### src/rtl/spi_flash_pkg.sv
// Shared definitions for the SPI flash ID responder: command codes, FSM states
// and the identification byte sequences it can play back.
package spi_flash_pkg;

  localparam logic [7:0] CMD_READ_ID    = 8'h90;
  localparam logic [7:0] CMD_JEDEC_ID   = 8'h9F;
  localparam logic [7:0] CMD_RELEASE_PD = 8'hAB;

  localparam logic [4:0] CMD_BITS  = 5'd8;
  localparam logic [4:0] ADDR_BITS = 5'd24;

  typedef enum logic [2:0] {
    ST_IDLE,
    ST_CMD,
    ST_ADDR,
    ST_DUMMY,
    ST_DATA,
    ST_IGNORE
  } state_e;

  typedef enum logic [1:0] {
    SEQ_MF_DEV,
    SEQ_DEV_MF,
    SEQ_JEDEC,
    SEQ_DEV
  } seq_e;

  function automatic logic [1:0] seq_len(seq_e s);
    case (s)
      SEQ_MF_DEV, SEQ_DEV_MF: seq_len = 2'd2;
      SEQ_JEDEC:              seq_len = 2'd3;
      default:                seq_len = 2'd1;
    endcase
  endfunction

endpackage

### src/rtl/spi_in_sync.sv
// Synchronizes SS, SCK and MOSI into the clk domain and detects SCK edges.
// primed rises once the chains hold only genuinely sampled pin values.
module spi_in_sync #(
  parameter int STAGES = 2
) (
  input  logic clk,
  input  logic rstn,
  input  logic spi_ss,
  input  logic spi_sck,
  input  logic spi_mosi,
  output logic ss_n,
  output logic mosi,
  output logic sck_rise,
  output logic sck_fall,
  output logic primed
);

  logic [STAGES-1:0] ss_sync;
  logic [STAGES-1:0] sck_sync;
  logic [STAGES-1:0] mosi_sync;
  logic [STAGES-1:0] prime_sync;
  logic              sck_prev;

  always_ff @(posedge clk or negedge rstn) begin
    if (!rstn) begin
      // NOTE: SS resets to the deasserted level so a reset never looks like a selected bus.
      ss_sync    <= '1;
      sck_sync   <= '0;
      mosi_sync  <= '0;
      prime_sync <= '0;
      sck_prev   <= 1'b0;
    end else begin
      ss_sync    <= {ss_sync[STAGES-2:0], spi_ss};
      sck_sync   <= {sck_sync[STAGES-2:0], spi_sck};
      mosi_sync  <= {mosi_sync[STAGES-2:0], spi_mosi};
      prime_sync <= {prime_sync[STAGES-2:0], 1'b1};
      sck_prev   <= sck_sync[STAGES-1];
    end
  end

  assign ss_n     = ss_sync[STAGES-1];
  assign mosi     = mosi_sync[STAGES-1];
  assign sck_rise = sck_sync[STAGES-1] & ~sck_prev;
  assign sck_fall = ~sck_sync[STAGES-1] & sck_prev;
  assign primed   = prime_sync[STAGES-1];

endmodule

### src/rtl/spi_flash_id_responder.sv
// SPI mode-0 responder emulating W25Q identification commands (90h, ABh, 9Fh).
// Define SPI_FLASH_RESP_JEDEC_EN to decode 9Fh; otherwise it is ignored.
module spi_flash_id_responder
  import spi_flash_pkg::*;
#(
  parameter logic [7:0] MF_ID       = 8'hEF,
  parameter logic [7:0] DEV_ID      = 8'h17,
  parameter logic [7:0] JEDEC_TYPE  = 8'h40,
  parameter logic [7:0] JEDEC_CAP   = 8'h18,
  parameter int         SYNC_STAGES = 2
) (
  input  logic       clk,
  input  logic       rstn,
  input  logic       spi_ss,
  input  logic       spi_sck,
  input  logic       spi_mosi,
  output logic       spi_miso,
  output logic       spi_miso_oe,
  output logic       cmd_valid,
  output logic [7:0] cmd_code,
  output logic       busy
);

  logic ss_n;
  logic mosi;
  logic sck_rise;
  logic sck_fall;
  logic primed;

  spi_in_sync #(
    .STAGES(SYNC_STAGES)
  ) u_sync (
    .clk     (clk),
    .rstn    (rstn),
    .spi_ss  (spi_ss),
    .spi_sck (spi_sck),
    .spi_mosi(spi_mosi),
    .ss_n    (ss_n),
    .mosi    (mosi),
    .sck_rise(sck_rise),
    .sck_fall(sck_fall),
    .primed  (primed)
  );

  state_e     state, state_next;
  seq_e       seq, seq_next;
  logic [4:0] bit_cnt, bit_cnt_next;
  logic [1:0] byte_idx, byte_idx_next;
  logic [7:0] cmd_shift, cmd_shift_next;
  logic [7:0] cmd_code_q, cmd_code_next;
  logic       cmd_valid_q, cmd_valid_next;
  logic       miso_q, miso_next;
  logic       oe_q, oe_next;
  logic       armed, armed_next;

  function automatic logic [7:0] seq_byte(seq_e s, logic [1:0] idx);
    case (s)
      SEQ_MF_DEV: seq_byte = (idx == 2'd0) ? MF_ID : DEV_ID;
      SEQ_DEV_MF: seq_byte = (idx == 2'd0) ? DEV_ID : MF_ID;
      SEQ_JEDEC: begin
        case (idx)
          2'd0:    seq_byte = MF_ID;
          2'd1:    seq_byte = JEDEC_TYPE;
          default: seq_byte = JEDEC_CAP;
        endcase
      end
      default:    seq_byte = DEV_ID;
    endcase
  endfunction

  logic [7:0] first_byte;
  logic [7:0] cur_byte;
  logic [7:0] nxt_byte;
  logic [1:0] idx_wrap;
  logic [4:0] cnt_inc;
  logic [7:0] cmd_byte;
  logic       enter_data;

  always_comb begin
    first_byte = seq_byte(seq, 2'd0);
    idx_wrap   = (byte_idx + 2'd1 == seq_len(seq)) ? 2'd0 : byte_idx + 2'd1;
    cur_byte   = seq_byte(seq, byte_idx);
    nxt_byte   = seq_byte(seq, idx_wrap);
    cnt_inc    = bit_cnt + 5'd1;
    cmd_byte   = {cmd_shift[6:0], mosi};

    // NOTE: every variable gets a default first so no path can infer a latch.
    state_next     = state;
    seq_next       = seq;
    bit_cnt_next   = bit_cnt;
    byte_idx_next  = byte_idx;
    cmd_shift_next = cmd_shift;
    cmd_code_next  = cmd_code_q;
    cmd_valid_next = 1'b0;
    miso_next      = miso_q;
    oe_next        = oe_q;
    armed_next     = armed | (primed & ss_n);
    enter_data     = 1'b0;

    if (ss_n) begin
      state_next    = ST_IDLE;
      bit_cnt_next  = '0;
      byte_idx_next = '0;
      miso_next     = 1'b0;
      oe_next       = 1'b0;
    end else begin
      case (state)
        ST_IDLE: begin
          if (armed) begin
            state_next   = ST_CMD;
            bit_cnt_next = '0;
          end
        end

        ST_CMD: begin
          if (sck_rise && bit_cnt < CMD_BITS) begin
            cmd_shift_next = cmd_byte;
            bit_cnt_next   = cnt_inc;
            if (cnt_inc == CMD_BITS) begin
              cmd_code_next  = cmd_byte;
              cmd_valid_next = 1'b1;
              bit_cnt_next   = '0;
              case (cmd_byte)
                CMD_READ_ID:    state_next = ST_ADDR;
                CMD_RELEASE_PD: begin
                  state_next = ST_DUMMY;
                  seq_next   = SEQ_DEV;
                end
`ifdef SPI_FLASH_RESP_JEDEC_EN
                CMD_JEDEC_ID: begin
                  // Hold at 8 until the closing SCK fall hands over to DATA.
                  bit_cnt_next = CMD_BITS;
                  seq_next     = SEQ_JEDEC;
                end
`endif
                default:        state_next = ST_IGNORE;
              endcase
            end
          end else if (sck_fall && bit_cnt == CMD_BITS) begin
            enter_data = 1'b1;
          end
        end

        ST_ADDR: begin
          if (sck_rise && bit_cnt < ADDR_BITS) begin
            bit_cnt_next = cnt_inc;
            if (cnt_inc == ADDR_BITS) begin
              seq_next = mosi ? SEQ_DEV_MF : SEQ_MF_DEV;
            end
          end else if (sck_fall && bit_cnt == ADDR_BITS) begin
            enter_data = 1'b1;
          end
        end

        ST_DUMMY: begin
          if (sck_rise && bit_cnt < ADDR_BITS) begin
            bit_cnt_next = cnt_inc;
          end else if (sck_fall && bit_cnt == ADDR_BITS) begin
            enter_data = 1'b1;
          end
        end

        ST_DATA: begin
          if (sck_fall) begin
            if (cnt_inc == CMD_BITS) begin
              bit_cnt_next  = '0;
              byte_idx_next = idx_wrap;
              miso_next     = nxt_byte[7];
            end else begin
              bit_cnt_next = cnt_inc;
              miso_next    = cur_byte[3'(5'd7 - cnt_inc)];
            end
          end
        end

        default: begin
          oe_next = 1'b0;
        end
      endcase

      if (enter_data) begin
        state_next    = ST_DATA;
        bit_cnt_next  = '0;
        byte_idx_next = '0;
        miso_next     = first_byte[7];
        oe_next       = 1'b1;
      end
    end
  end

  always_ff @(posedge clk or negedge rstn) begin
    if (!rstn) begin
      state       <= ST_IDLE;
      seq         <= SEQ_DEV;
      bit_cnt     <= '0;
      byte_idx    <= '0;
      cmd_shift   <= '0;
      cmd_code_q  <= '0;
      cmd_valid_q <= 1'b0;
      miso_q      <= 1'b0;
      oe_q        <= 1'b0;
      armed       <= 1'b0;
    end else begin
      // NOTE: sequential state uses non-blocking assignment so all registers update together.
      state       <= state_next;
      seq         <= seq_next;
      bit_cnt     <= bit_cnt_next;
      byte_idx    <= byte_idx_next;
      cmd_shift   <= cmd_shift_next;
      cmd_code_q  <= cmd_code_next;
      cmd_valid_q <= cmd_valid_next;
      miso_q      <= miso_next;
      oe_q        <= oe_next;
      armed       <= armed_next;
    end
  end

  assign spi_miso    = miso_q;
  assign spi_miso_oe = oe_q;
  assign cmd_valid   = cmd_valid_q;
  assign cmd_code    = cmd_code_q;
  assign busy        = ~ss_n;

endmodule

### config.mk
export PLATFORM = sky130hd
export DESIGN_NAME = spi_flash_id_responder
export DESIGN_NICKNAME = d
export VERILOG_FILES = /design/src/rtl/spi_flash_pkg.sv /design/src/rtl/spi_in_sync.sv /design/src/rtl/spi_flash_id_responder.sv
export SDC_FILE = /design/constraint.sdc
export NUM_CORES = 1
export LEC_CHECK = 0
export BUFFER_PORTS_ARGS = -buffer_cell sky130_fd_sc_hd__clkbuf_2
export CAP_MARGIN = 20
export CORE_MARGIN = 2
export CORE_UTILIZATION = 51
export CTS_BUF_LIST = sky130_fd_sc_hd__clkbuf_8
export CTS_CLUSTER_DIAMETER = 40
export DETAILED_ROUTE_END_ITERATION = 7
export PLACE_DENSITY = 0.71
export SKIP_CTS_REPAIR_TIMING = 1
export SYNTH_ARGS = -nofsm -noshare
export SYNTH_HDL_FRONTEND = slang
export SYNTH_HIERARCHICAL = 1
export SYNTH_SLANG_ARGS = --single-unit
### constraint.sdc
create_clock -name clk -period 2.2 [get_ports clk]
set_clock_uncertainty 0.05 [all_clocks]
set_input_delay 0.22 -clock clk [delete_from_list [all_inputs] [get_ports clk]]
set_output_delay 0.22 -clock clk [all_outputs]
set_load 0.01 [all_outputs]
==> flow_summary.ini, run 1 <==
[die]
die_area_mm2 = 0.00470
dieWidth_um = 68.6
rows = 23
core_region_area_mm2 = 0.00400
ios = 17
initial_core_util = 0.531
die_h_um = 68.6

[worst_hold_path]
min_to = u_sync/ss_sync[1]
min-delay-start = u_sync/ss_sync[0]
holdPathStages = 0
hold_path.class = reg -> reg

[placed_design]
post-dp-hpwl_um = 3110
io_buffer_count = 16
place_area_mm2 = 0.00224
place_inst = 257
place_congestion = 0.922

[detailed_routing]
vias = 1555
viasPerCell = 5.74
antenna_left = 0
drt-initial-drc-count = 90
remaining_drc_errors = 0
drt-total-wl_um = 4260
wl_per_cell_um = 15.7
first_pass_iters = 4

[global_route]
antenna_found_initial = 0
grt.overflow.total = 0
grt_usage = 0.213
grt_pass1_wl_um = 7220
grt_max_degree = 26
grt_pass1_vias = 1548

[setup_path]
reg2reg_depth = 5
endpoint_kind = flip-flop
crit_type = reg -> reg
cp_slowest_cell = dfrtp_1
regToRegEndpoint = state[0]
crit_path_max_fanout = 9
arrival_ps = 2150
rrSetupSlack_ps = 140
startpoint_type = flip-flop
rr_startpoint = state[0]
critPathMaxStageDelay_ps = 490
path_cells = or3b_4 > a2111oi_4 > or2_2 > buf_4 > a311oi_1
crit_required_ps = 2300

[sta]
max-slew-margin-rel = 0.677
rsz0062_at_grt = no
period_minus_slack_ps = 2060
hold_violations = 0
period_share = 0.936
fmax_mhz = 486
tightest_slew_ps = 472
tns_ps = 0
setup_violations = 0
slew_violations = 0

[logic_synthesis]
yosysWarnings = 6
synth-edff-count = 0
yosysTopAreaCellShare = 0.424
syn_nets = 206
synth_top_cells_by_count = dfrtp_1 (36), mux2_2 (17), nor2_1 (13)
synth_cell_types = 54
async_flop_share = 1.00
synth-seq-cells = 40
yosysMostFrequentCell = dfrtp_1
synthFlopType = dfrtp_1
synth.avg_cell_area_um2 = 10.8
synthCells = 196
ys_seq_area_frac = 0.473
synth_top_area_cell = dfrtp_1
synth.top_cells.by_area = dfrtp_1 (42%), mux2_2 (9.0%), dfstp_2 (4.9%)
syn_area_mm2 = 0.00213

[outcome]
status = completed

[clocking]
root_buffer = clkbuf_8
clockBufferDepth = 2
clkLatencyLatePin_ps = 290
cts_sinks = 40
cts-buffers-inserted = 5
h-tree-depth = 2
cts_tree = done
clk_pin_slew_worst_paths_ps = 80

[finish]
final_area_mm2 = 0.00242
fin_cells = 271
drive_above_1_share = 0.294
area_growth_pct = 13.9
nets = 230
antenna-diode-count = 0

[pwr]
irDropWorstVdd_mv = 0.636
total_power_mw = 1.56
leakagePower_nw = 1.08
power_density_mw_per_mm2 = 646

[job]
maxCapViolCount = 0
-- worst max-delay path by stage --
| stage | from | endpoint | slack, ps | depth (start not counted) |
|---|---|---|---|---|
| 6_report | state[0] | state[0] | 140 | 5 |
| 5_1_grt | state[0] | state[0] | 30 | 5 |
| 4_1_cts | byte_idx[0] | spi_miso | 70 | 7 |
| 2_1_floorplan | byte_idx[0] | spi_miso | 270 | 7 |
| 3_5_place_dp | byte_idx[0] | spi_miso | 90 | 7 |
| 3_3_place_gp | state[0] | state[0] | 210 | 5 |
-- registers in the layout, summed over array words and instances (netlist names), 2 cells and up --
signal	count
u_sync/ss_sync	2
state	3
u_sync/prime_sync	2
seq	2
cmd_code	8
bit_cnt	5
u_sync/mosi_sync	2
byte_idx	2
cmd_shift	7
u_sync/sck_sync	2
-- per-stage QoR --
stage	utilization	setup WS [ps]	hold slack (ps)
2_1_floorplan	-	274	-126
3_3_place_gp	0.561	206	116
3_5_place_dp	0.561	93.2	127
4_1_cts	0.591	68.3	-196
5_1_grt	0.605	32.8	306
6_report	0.605	141	301
-- final cells by class --
cell class	instances	area, µm²
Clock inverter	2	38.8
Timing Repair Buffer	27	173
Inverter	7	26.3
Fill cell	329	1580
Tap cell	50	62.6
Clock buffer	6	82.6
Multi-Input combinational cell	139	1030
Sequential cell	40	1010
-- logic make-up (layout without fill, tap and decap cells) --
logic type,Yosys count,after routing,share of synthesized area
AND/OR/NAND/NOR,66,66,0.184
flip-flops,40,40,0.473
AO/OA/AOI/OAI,39,39,0.132
multiplexers,21,21,0.109
buffers and inverters,17,42,0.0418
XOR/XNOR,7,7,0.0288
adder cells (fa/ha/maj),5,5,0.0294
other,1,1,0.00176
-- critical path, delay by kind of cell (launching register included) --
| family | cells | cell delay, ps |
|---|---|---|
| AND/OR/NAND/NOR | 2 | 700 |
| AO/OA/AOI/OAI | 2 | 500 |
| buffers and inverters | 1 | 170 |
| flip-flops | 1 | 490 |
-- metal layers --
metal,global-route usage,vias to the layer above,wire [µm]
met4,0.0925,0,92
met3,0.0487,9,151
met5,0,-,0
met2,0.350,38,2120
li1,-,748,-
met1,0.268,760,1890
-- cell usage in the layout (no fill, tap or decap), types with 7 or more instances in the layout --
master,instances
dfrtp_1,35
mux2_2,17
clkbuf_2,16
nor2_1,13
a21oi_1,11
nand2_1,9
inv_1,7
o21ai_0,7
nand2b_1,7
buf_4,7
-- report_power, final --
part	internal (mW)	leakage [nW]	switching [mW]	total (mW)
combinational	0.0588	0.503	0.0563	0.115
sequential	0.777	0.511	0.0432	0.820
clock	0.371	0.0614	0.258	0.628
total	1.21	1.08	0.357	1.56
(Power assumes the default switching activity.)
==> run 2, diff against run 1 <==
--- a/config.mk
+++ b/config.mk
@@ -8,11 +8,12 @@
 export BUFFER_PORTS_ARGS = -buffer_cell sky130_fd_sc_hd__clkbuf_2
 export CAP_MARGIN = 20
 export CORE_MARGIN = 2
-export CORE_UTILIZATION = 51
+export CORE_UTILIZATION = 45
 export CTS_BUF_LIST = sky130_fd_sc_hd__clkbuf_8
 export CTS_CLUSTER_DIAMETER = 40
 export DETAILED_ROUTE_END_ITERATION = 7
-export PLACE_DENSITY = 0.71
+export PLACE_DENSITY = 0.64
+export RECOVER_POWER = 50
 export SKIP_CTS_REPAIR_TIMING = 1
 export SYNTH_ARGS = -nofsm -noshare
 export SYNTH_HDL_FRONTEND = slang
==> flow_summary.ini, run 2 (synthesis gave the netlist of run 1 again) <==
[detailed_routing]
drt-total-wl_um = 3990
vias = 1527
drt-initial-drc-count = 69
remaining_drc_errors = 0
first_pass_iters = 4
viasPerCell = 5.53
wl_per_cell_um = 14.5
antenna_left = 0

[global_route]
grt.overflow.total = 0
grt_max_degree = 17
grt_pass1_vias = 1509
grt_usage = 0.171
grt_pass1_wl_um = 6900
antenna_found_initial = 0

[worst_hold_path]
hold_path.class = reg -> reg

[job]
maxCapViolCount = 0

[finish]
drive_above_1_share = 0.279
final_cell_mix = dfrtp_1 (35), mux2_2 (17), clkbuf_2 (15), nor2_1 (13), a21oi_1 (11)
antenna-diode-count = 0
nFillCells = 422
layout_commonest_cell = dfrtp_1
largest_register_ffs = 8
nets = 231
final_util = 0.524
area_growth_pct = 14.1

[setup_path]
path_cells = inv_1 > ha_1 > xnor2_1 > o221a_2 > or3_1 > a311oi_1 > o32a_2
startpoint_type = flip-flop
crit_path_max_fanout = 7
cp_slowest_cell = dfrtp_2
critPathMaxStageDelay_ps = 430
endpoint_kind = flip-flop
crit_type = reg -> reg
arrival_ps = 2200
crit_required_ps = 2390

[die]
core_region_area_mm2 = 0.00463
dieWidth_um = 72.7
initial_core_util = 0.459
ios = 17
rows = 25
die_h_um = 72.7
die_area_mm2 = 0.00529

[sta]
fmax_mhz = 497
setup_violations = 0
tightest_slew_ps = 850
period_minus_slack_ps = 2010
rsz0062_at_grt = no
slew_violations = 0
hold_violations = 0
tns_ps = 0
max-slew-margin-rel = 0.433
period_share = 0.914

[pwr]
leakagePower_nw = 1.07
power_density_mw_per_mm2 = 646
irDropWorstVdd_mv = 0.462

[clocking]
clkLatencyLatePin_ps = 300
clk_pin_slew_worst_paths_ps = 80
clockBufferDepth = 2
root_buffer = clkbuf_8
cts_sinks = 40
cts-buffers-inserted = 5
h-tree-depth = 2
cts_tree = done

[placed_design]
post-dp-hpwl_um = 2940
io_buffer_count = 16
place_congestion = 0.837

[outcome]
status = completed
## run 2: changes by cell type in the layout (fill, tap and decap cells not counted)
cell	before	now
clkbuf_1	0	3
a2111oi_0	1	0
a2111oi_1	0	1
buf_4	7	6
clkbuf_2	16	15
dfstp_1	0	1
dfstp_2	4	3
## run 2: power by group
group	leakage, nW	internal (mW)	switching [mW]	total, mW
clock	0.0614	0.371	0.262	0.633
combinational	0.497	0.0596	0.0567	0.116
sequential	0.510	0.777	0.0424	0.819
total	1.07	1.21	0.361	1.57
## run 2: per-layer routing
metal,wire length (µm),GRT usage
met1,1900,0.223
met2,1840,0.259
met3,165,0.0622
met4,87,0.0700
met5,0,0
## run 2: layout make-up
type | instances | area, µm² | share of cell area
well taps | 54 | 67.6 | 0.0278
repair buffers | 28 | 171 | 0.0707
clock inverters | 2 | 38.8 | 0.0160
multi-input cells | 139 | 1030 | 0.425
flip-flops and latches | 40 | 1010 | 0.415
clock buffers | 6 | 82.6 | 0.0340
inverters | 7 | 26.3 | 0.0108
## run 2: metrics by stage
stage	instances	area (µm²)	hold slack [ps]	worst slack, ps	power [mW]
3_3_place_gp	264	2270	85.9	201	0.947
4_1_cts	272	2390	-242	120	1.58
6_report	276	2430	303	190	1.57
3_5_place_dp	264	2270	84.7	142	0.948
5_1_grt	276	2430	314	72.3	1.64
2_1_floorplan	196	2130	-126	274	0.897
## run 2: worst max-delay path, delay by kind of cell, from the launching register on
kind | cells | cell delay [ps]
simple gates | 1 | 340
buf+inv | 1 | 100
fa+ha+maj | 1 | 250
compound gates | 3 | 630
flops | 1 | 430
xor+xnor | 1 | 150
## run 2: final timing paths
kind | startpoint | end | slack (ps) | cells after the start
max | byte_idx[0] | spi_miso | 190 | 7
min | u_sync/mosi_sync[0] | u_sync/mosi_sync[1] | 300 | 0
max reg2reg | byte_idx[0] | spi_miso | 190 | 7
min reg2reg | u_sync/mosi_sync[0] | u_sync/mosi_sync[1] | 300 | 0
max in group asynchronous | rstn | byte_idx[0] | 430 | 3
min in group asynchronous | rstn | spi_miso | 420 | 2
==> run 3, diff against run 2 <==
--- a/config.mk
+++ b/config.mk
@@ -5,6 +5,7 @@
 export SDC_FILE = /design/constraint.sdc
 export NUM_CORES = 1
 export LEC_CHECK = 0
+export ABC_CLOCK_PERIOD_IN_PS = 2100
 export BUFFER_PORTS_ARGS = -buffer_cell sky130_fd_sc_hd__clkbuf_2
 export CAP_MARGIN = 20
 export CORE_MARGIN = 2
@@ -14,6 +15,7 @@
 export DETAILED_ROUTE_END_ITERATION = 7
 export PLACE_DENSITY = 0.64
 export RECOVER_POWER = 50
+export SETUP_SLACK_MARGIN = 0.5
 export SKIP_CTS_REPAIR_TIMING = 1
 export SYNTH_ARGS = -nofsm -noshare
 export SYNTH_HDL_FRONTEND = slang
==> constraint.sdc (replaced) <==
create_clock -name clk -period 2.1 [get_ports clk]
set_clock_uncertainty 0.05 [all_clocks]
set_input_delay 0.21 -clock clk [delete_from_list [all_inputs] [get_ports clk]]
set_output_delay 0.21 -clock clk [all_outputs]
set_load 0.01 [all_outputs]
==> flow_summary.ini, run 3 (synthesis gave the netlist of run 1 again) <==
[outcome]
status = completed

[setup_path]
startpoint_type = flip-flop
crit_type = reg -> reg
regToRegEndpoint = seq[1]
arrival_ps = 2020
cp_slowest_cell = dfrtp_1
crit_required_ps = 2260
endpoint_kind = flip-flop
reg2reg_depth = 6
crit_path_max_fanout = 5
path_cells = ha_2 > and2_2 > nand2_1 > o41ai_2 > nand3_1 > mux2_2
critPathMaxStageDelay_ps = 430
rrSetupSlack_ps = 250
rr_startpoint = bit_cnt[1]

[clocking]
root_buffer = clkbuf_8
cts-buffers-inserted = 5
h-tree-depth = 2
clockBufferDepth = 2
cts_sinks = 40
cts_tree = done
clk_pin_slew_worst_paths_ps = 80
clkLatencyLatePin_ps = 290

[detailed_routing]
wl_met1_um = 2150
drt-initial-drc-count = 85
wl_met2_um = 2150
drt-total-wl_um = 4500
maxUsedRoutingLayer = met4
viasPerCell = 5.60
wl_per_cell_um = 15.7
wl_met3_um = 158
remaining_drc_errors = 0
vias = 1607
first_pass_iters = 4
antenna_left = 0

[die]
initial_core_util = 0.459
core_region_area_mm2 = 0.00463
dieWidth_um = 72.7
rows = 25
ios = 17
die_h_um = 72.7
die_area_mm2 = 0.00529

[global_route]
grt_usage = 0.173
grt_pass1_vias = 1484
antenna_found_initial = 0
grt_pass1_wl_um = 7020
grt.overflow.total = 0
grt_max_degree = 28

[sta]
max-slew-margin-rel = 0.0938
hold_violations = 0
period_minus_slack_ps = 1850
setup_violations = 0
tightest_slew_ps = 1360
tns_ps = 0
slew_violations = 0
rsz0062_at_grt = yes
period_share = 0.883
fmax_mhz = 539

[finish]
antenna-diode-count = 0
final_area_mm2 = 0.00267
largest_register_ffs = 8
area_growth_pct = 25.5
nFillCells = 410
seq_area_mm2 = 0.00101
layout_commonest_cell = dfrtp_1
multi_input_area_mm2 = 0.00118
final_cell_mix = dfrtp_1 (30), buf_4 (18), nor2_1 (12), clkbuf_1 (12), mux2_2 (10)
nets = 242
drive_above_1_share = 0.395

[placed_design]
place_area_mm2 = 0.00235
io_buffer_count = 16
place_congestion = 0.859
post-dp-hpwl_um = 3100

[worst_hold_path]
hold_path.class = reg -> reg
min-delay-start = u_sync/prime_sync[0]
min_to = u_sync/prime_sync[1]
holdPathStages = 0

[pwr]
irDropWorstVdd_mv = 0.450
power_density_mw_per_mm2 = 628
leakagePower_nw = 1.13

[job]
maxCapViolCount = 0
[run 3: cell types whose count changed in the layout (fill, tap and decap cells not counted), moves of 5 or more]
cell      before  now
clkbuf_1       3   12
dfrtp_2        1    6
dfrtp_1       35   30
mux2_4         0    7
clkbuf_2      15    4
buf_4          6   18
mux2_2        17   10
[run 3: metal layers]
metal,GRT usage,vias up
met5,0,-
met4,0.0617,0
met2,0.259,36
met3,0.0483,6
met1,0.243,799
li1,-,766
[run 3: worst max-delay path by stage]
stage                      startpoint          end  slack (ps)  depth (start not counted)
after floorplan           byte_idx[0]     spi_miso         270                          7
after global placement     bit_cnt[0]       seq[1]         180                          6
after detailed placement   bit_cnt[0]     spi_miso          90                          7
after CTS                  bit_cnt[0]     spi_miso          70                          7
after global routing             rstn  byte_idx[0]         170                          2
final                      bit_cnt[1]       seq[1]         250                          6
[run 3: area by class of cell]
cell class | instances | share of cell area
clock inverters | 2 | 0.0145
multi-input cells | 139 | 0.444
flip-flops and latches | 40 | 0.380
well taps | 54 | 0.0253
repair buffers | 39 | 0.0943
inverters | 7 | 0.0108
clock buffers | 6 | 0.0310
[run 3: where the power goes]
group	switching, mW	leakage, nW	internal (mW)
registers	0.0469	0.503	0.814
clock network	0.266	0.0614	0.389
logic	0.0674	0.563	0.0920
total	0.381	1.13	1.29
[run 3: stage by stage]
stage / hold WS [ps] / worst slack [ps] / total power, mW / instances / utilization
after floorplan: -136 / 266 / 0.947 / 196 / -
after global placement: 194 / 176 / 0.994 / 264 / 0.507
after detailed placement: 211 / 93.7 / 1.00 / 264 / 0.507
after CTS: -113 / 70.7 / 1.67 / 272 / 0.534
after global routing: 317 / 167 / 1.75 / 287 / 0.576
final: 302 / 245 / 1.68 / 287 / 0.576
[run 3: critical path: cells and delay by family (launching register included)]
family | cells | cell delay, ps
AO/OA/AOI/OAI | 1 | 240
adder cells (fa/ha/maj) | 1 | 270
multiplexers | 1 | 300
AND/OR/NAND/NOR | 3 | 490
flip-flops | 1 | 430
